$ cat config.mk
export PLATFORM = sky130hd
export DESIGN_NAME = led_scan_receiver_flat
export DESIGN_NICKNAME = d
export VERILOG_FILES = /design/src/rtl/led_scan_receiver_if.sv /design/src/rtl/led_scan_receiver.sv /design/src/flat_wrapper.sv
export SDC_FILE = /design/constraint.sdc
export NUM_CORES = 2
export LEC_CHECK = 0
export CAP_MARGIN = 20
export CORE_MARGIN = 2
export CORE_UTILIZATION = 45
export CTS_BUF_LIST = sky130_fd_sc_hd__clkbuf_4 sky130_fd_sc_hd__clkbuf_8 sky130_fd_sc_hd__clkbuf_16
export DETAILED_ROUTE_END_ITERATION = 7
export PLACE_DENSITY = 0.71
export SYNTH_ARGS = -nofsm -noshare
export SYNTH_HDL_FRONTEND = slang
export SYNTH_SLANG_ARGS = --single-unit
$ cat constraint.sdc
create_clock -name clk -period 1.95 [get_ports clk]
set_clock_uncertainty 0.15 [all_clocks]
set_input_delay 0.2925 -clock clk [delete_from_list [all_inputs] [get_ports clk]]
set_output_delay 0.2925 -clock clk [all_outputs]
set_load 0.01 [all_outputs]
$ cat src/rtl/led_scan_receiver_if.sv
// Scan-bus side of the LED-matrix receiver: raw 36-bit scan word and enable in, rebuilt frames and status out.
interface led_scan_receiver_if;
  logic [35:0]       scan_in;
  logic              enable;
  logic [15:0][15:0] RedPixels;
  logic [15:0][15:0] GrnPixels;
  logic              frame_valid;
  logic [7:0]        frame_count;
  logic              row_err;
  logic              busy;

  modport master (
    output scan_in, enable,
    input  RedPixels, GrnPixels, frame_valid, frame_count, row_err, busy
  );

  modport slave (
    input  scan_in, enable,
    output RedPixels, GrnPixels, frame_valid, frame_count, row_err, busy
  );
endinterface

$ cat src/rtl/led_scan_receiver.sv
// Rebuilds 16x16 red/green frames from the row-multiplexed scan bus; a row is taken once its address has dwelt SETTLE extra cycles.
// Frame commits one cycle after the row-15 capture; no backpressure, the scan stream is free-running.
module led_scan_receiver #(
  parameter int SETTLE = 2,
  parameter int ROWS   = 16
) (
  input logic               clk,
  input logic               RST,
  led_scan_receiver_if.slave bus
);

  localparam logic [0:0] ST_SYNC  = 1'b0;
  localparam logic [0:0] ST_RUN   = 1'b1;
  localparam logic [3:0] LAST_ROW = 4'(ROWS - 1);
  localparam logic [3:0] DWELL_MX = 4'(SETTLE);
  localparam logic [3:0] DWELL_CP = 4'(SETTLE - 1);

  logic [35:0]       r_s_q;
  logic [3:0]        r_dwell;
  logic [0:0]        r_state;
  logic [3:0]        r_expected;
  logic              r_commit;
  logic [15:0][15:0] r_shd_red;
  logic [15:0][15:0] r_shd_grn;
  logic [15:0][15:0] r_red;
  logic [15:0][15:0] r_grn;
  logic              r_frame_vld;
  logic [7:0]        r_frame_cnt;
  logic              r_row_err;

  logic [3:0] w_row_in;
  logic [3:0] w_row_q;
  logic       w_same_row;
  logic       w_cap;

  assign w_row_in   = bus.scan_in[35:32];
  assign w_row_q    = r_s_q[35:32];
  assign w_same_row = (w_row_in == w_row_q);
  // Capture on the single edge where the dwell counter climbs to SETTLE.
  assign w_cap      = bus.enable && w_same_row && (r_dwell == DWELL_CP);

  always_ff @(posedge clk) begin
    if (RST) begin
      r_s_q       <= '0;
      r_dwell     <= '0;
      r_state     <= ST_SYNC;
      r_expected  <= '0;
      r_commit    <= 1'b0;
      r_shd_red   <= '0;
      r_shd_grn   <= '0;
      r_red       <= '0;
      r_grn       <= '0;
      r_frame_vld <= 1'b0;
      r_frame_cnt <= '0;
      r_row_err   <= 1'b0;
    end else begin
      r_s_q       <= bus.scan_in;
      r_frame_vld <= 1'b0;
      if (!bus.enable) begin
        r_state    <= ST_SYNC;
        r_dwell    <= '0;
        r_commit   <= 1'b0;
        r_expected <= '0;
      end else begin
        if (!w_same_row) begin
          r_dwell <= '0;
        end else if (r_dwell != DWELL_MX) begin
          r_dwell <= r_dwell + 4'd1;
        end

        if (r_commit) begin
          r_red       <= r_shd_red;
          r_grn       <= r_shd_grn;
          r_frame_vld <= 1'b1;
          r_frame_cnt <= r_frame_cnt + 8'd1;
          r_commit    <= 1'b0;
          r_state     <= ST_SYNC;
        end

        if (w_cap) begin
          if (r_state == ST_SYNC) begin
            if (w_row_q == 4'd0) begin
              r_shd_red[0] <= r_s_q[15:0];
              r_shd_grn[0] <= r_s_q[31:16];
              r_expected   <= 4'd1;
              r_state      <= ST_RUN;
            end
          end else if (w_row_q == r_expected) begin
            r_shd_red[w_row_q] <= r_s_q[15:0];
            r_shd_grn[w_row_q] <= r_s_q[31:16];
            if (w_row_q == LAST_ROW) begin
              r_commit <= 1'b1;
            end else begin
              r_expected <= r_expected + 4'd1;
            end
          end else begin
            // Out-of-order row: a fresh row 0 restarts the frame, anything else resynchronises.
            r_row_err <= 1'b1;
            if (w_row_q == 4'd0) begin
              r_shd_red[0] <= r_s_q[15:0];
              r_shd_grn[0] <= r_s_q[31:16];
              r_expected   <= 4'd1;
            end else begin
              r_state <= ST_SYNC;
            end
          end
        end
      end
    end
  end

  assign bus.RedPixels   = r_red;
  assign bus.GrnPixels   = r_grn;
  assign bus.frame_valid = r_frame_vld;
  assign bus.frame_count = r_frame_cnt;
  assign bus.row_err     = r_row_err;
  assign bus.busy        = (r_state == ST_RUN);

endmodule

$ cat src/flat_wrapper.sv
// flat-port wrapper written by rule: the top's interface ports become plain ports
module led_scan_receiver_flat 
#(
  parameter int SETTLE = 2,
  parameter int ROWS   = 16
)
  (clk, RST, bus_scan_in, bus_enable, bus_RedPixels, bus_GrnPixels, bus_frame_valid, bus_frame_count, bus_row_err, bus_busy);
  led_scan_receiver_if bus_i ();
  input logic clk;
  input logic RST;
  input wire logic [$bits(bus_i.scan_in)-1:0] bus_scan_in;
  input wire logic [$bits(bus_i.enable)-1:0] bus_enable;
  output wire logic [$bits(bus_i.RedPixels)-1:0] bus_RedPixels;
  output wire logic [$bits(bus_i.GrnPixels)-1:0] bus_GrnPixels;
  output wire logic [$bits(bus_i.frame_valid)-1:0] bus_frame_valid;
  output wire logic [$bits(bus_i.frame_count)-1:0] bus_frame_count;
  output wire logic [$bits(bus_i.row_err)-1:0] bus_row_err;
  output wire logic [$bits(bus_i.busy)-1:0] bus_busy;
  assign bus_i.scan_in = bus_scan_in;
  assign bus_i.enable = bus_enable;
  assign bus_RedPixels = bus_i.RedPixels;
  assign bus_GrnPixels = bus_i.GrnPixels;
  assign bus_frame_valid = bus_i.frame_valid;
  assign bus_frame_count = bus_i.frame_count;
  assign bus_row_err = bus_i.row_err;
  assign bus_busy = bus_i.busy;
  led_scan_receiver #(.SETTLE(SETTLE), .ROWS(ROWS)) u_core (.clk(clk), .RST(RST), .bus(bus_i));
endmodule
==> impl_results.md <==
* Largest net degree at the start of global routing at 110
* Boundary Pins at 562
* H-tree levels at 3
* Clock root buffer: clkbuf_16
* RSZ-0062 raised after global routing: yes
* Status: finished, violations left
* Final hold viol count at 0
* Detailed Route Iter0 Violations at 3591
* Primary FF master, synth: dfxtp_1
* Initial antenna violation count at 3
* Synthesized area at 37500 um2
* Syn Nets at 4766
* Cell family with the largest share of critical-path delay: simple AND/OR/NAND/NOR gates
* FP Rows at 105
* WP data required at 2.40 ns
* RePlAce Congestion at 0.813
* Synth Warn # at 0
* WL/cell at 21.5 um
* Hold slack at 0.0348 ns
* Crit path time final at 2.22 ns
* # port buffers at 561
* Die width at 293 um
* P_leak at 17.3 nW
* EDFF count, synth at 0
* Synth top area share at 0.577
* Max Freq at 450 MHz
* Setup WS post-layout at -0.270 ns
* Starting density of the core at 0.456
* Peak VDD IR at 760 uV
* TritonCTS Buffers at 106
* Post-synthesis sequential area ratio at 0.577
* Max Slew Vio Count at 0
* Critical path class: reg2reg
* Total grt overflow at 0
* Final setup vio count at 1022
* Period utilization at 1.14
* Fin nets at 5280
* Area growth syn-to-layout at 35.3%
* Post-synth ARST share at 0
* CP Capture Type: flop
* CTS tree: built
* Synth cell count leaders: 1996 x nand2_1, 1080 x dfxtp_1, 995 x a21oi_1
* Vias in the first global route at 31800
* Final WL at 138 mm
* Gr usage total at 0.297
* Failing checks: negative setup slack
* Syn_area_per_cell at 7.94 um2
* Clock Tree Buf Depth at 3
* Startpoint types: flop
* Sequence of cells on the critical path: xor2_2 > nor4_4 > buf_4 > buf_12 > buf_12 > and4_4 > clkbuf_16 > nand2_1 > a21oi_1
* Core Box Area at 82200 um2
* Worst Tran Pin Value at 0.760 ns
* DRT antenna net count at 0
* Register bit total from synthesis at 1080
* Worst Path Max Fanout at 16
* Most frequent CP cell: buf_12
* Die Area at 85700 um2
* Count leader, synth: nand2_1
* Die H at 293 um
* Synth area leaders: dfxtp_1 58%, nand2_1 20%, a21oi_1 13%
* Clk slew on worst S/H paths at 0.06 ns
* First-pass GRT wire length at 195 mm
* # DRC at 0
* Slew HR at 0.493
* Synth Instances at 4722
* Post-route cell area at 50700 um2
* Routed vias at 34700
* Maxcap violations at 0
* HP Class: in2reg
* Vias/cell at 5.43
* Clk sinks at 1080
* Share of cells above drive strength 1 at 0.107
* Worst-Skew Late Latency at 0.68 ns
* Cell Area, Placed at 45600 um2
* Crit path buf inv count at 4
* Cell variety after synth at 46
* Yosys top cell by area: dfxtp_1
* Slowest stage delay, CP at 0.37 ns
* Pwr dens at 892 nW/um2
* Worst Path Arrival at 2.67 ns
* DP Wirelength at 83.8 mm
* Detailed-router iteration count before antenna repair at 6
* Slowest cell on crit path: dfxtp_4
[flip-flops by register name, summed over array words and instances, names as in the netlist]
| signal | flops |
|---|---|
| u_core.bus.frame_valid | 1 |
| u_core.r_shd_red | 256 |
| u_core.bus.RedPixels | 256 |
| u_core.r_commit | 1 |
| u_core.r_s_q | 36 |
| u_core.bus.GrnPixels | 256 |
| u_core.bus.row_err | 1 |
| u_core.r_shd_grn | 256 |
| u_core.r_expected | 4 |
| u_core.r_dwell | 4 |
| u_core.bus.frame_count | 8 |
| u_core.bus.busy | 1 |
[repair_timing]
item                                   in CTS  in global routing
pin swaps                                   2                 59
resized for setup                          65                 76
hold buffers                                3                  0
endpoints found under the hold margin      23                  0
setup buffers                              14                  8
gates cloned                               11                 22
setup endpoints to repair                1041               1025
[kinds of logic (layout without fill, tap and decap cells)]
logic type,Yosys count,in the layout,synth area share
multiplexers,32,32,0.00854
buffers and inverters,424,1024,0.0485
AO/OA/AOI/OAI,1005,1005,0.135
XOR/XNOR,17,17,0.00397
flip-flops,1080,1080,0.577
adder cells (fa/ha/maj),5,5,0.00167
other,0,1,0
AND/OR/NAND/NOR,2159,2159,0.226
[path summary, 6_finish.rpt]
check                           cells after the start                        end  slack (ns)             startpoint
worst max-delay path                                9      u_core.r_shd_red[229]       -0.27       u_core.r_s_q[35]
worst min-delay path                                2            u_core.r_s_q[2]        0.03         bus_scan_in[2]
worst max register to register                      9      u_core.r_shd_red[229]       -0.27       u_core.r_s_q[35]
worst min register to register                      2  u_core.bus.RedPixels[223]        0.29  u_core.r_shd_red[223]
[final cells by class]
| cell class | count | area [um2] |
|---|---|---|
| multi-input cells | 3218 | 14400 |
| inverters | 3 | 11.3 |
| clock buffers | 153 | 3140 |
| well taps | 1070 | 1340 |
| clock inverters | 41 | 604 |
| repair buffers | 827 | 9600 |
| diodes | 1 | 2.50 |
| flip-flops and latches | 1080 | 21700 |
| fillers | 6873 | 31500 |
[layer usage]
layer,vias up,part of all wire,GRT usage
li1,16200,-,-
met2,1676,0.47,0.483
met4,0,0.051,0.146
met1,16500,0.40,0.385
met3,386,0.083,0.0492
met5,-,0,0
[power by group]
part / internal (W) / leakage, nW / switching (W)
Clock: 0.0128 / 1.88 / 0.00890
Sequential: 0.0221 / 8.71 / 0.000134
Combinational: 0.000396 / 6.68 / 0.000859
Total: 0.0353 / 17.3 / 0.00989
[placed cells by master (no fill, tap or decap), types with 3 or more instances in the layout]
master / instances
xnor2_1: 3
nor3_1: 7
nor2b_1: 37
ha_1: 5
xor2_1: 10
and4_4: 9
nand2b_1: 8
and4_1: 5
dlygate4sd2_1: 18
buf_12: 113
clkbuf_8: 22
a21oi_2: 38
nand3_1: 6
buf_16: 9
clkdlybuf4s50_1: 542
nand2_1: 1972
nand2_2: 23
buf_6: 15
clkbuf_4: 25
dlygate4sd3_1: 3
a21oi_1: 957
clkinv_2: 19
dfxtp_2: 24
nor2_1: 51
buf_4: 106
clkinvlp_4: 3
inv_1: 3
clkbuf_16: 124
nand4_1: 16
bufinv_16: 12
xor2_2: 4
mux2i_1: 32
dfxtp_1: 1054
[stage by stage]
| step | total power, W | util | worst slack (ns) | std cells | setup TNS (ns) |
|---|---|---|---|---|---|
| after floorplan | 0.0231 | - | -0.0927 | 4722 | -33.07 |
| after global placement | 0.0238 | 0.555 | -0.601 | 6140 | -389.87 |
| after detailed placement | 0.0238 | 0.555 | -0.629 | 6140 | -407.37 |
| after CTS | 0.0453 | 0.607 | -0.251 | 6362 | -132.85 |
| after global routing | 0.0463 | 0.617 | -0.337 | 6393 | -185.78 |
| final | 0.0452 | 0.617 | -0.270 | 6393 | -127.59 |
(Power assumes the default switching activity.)
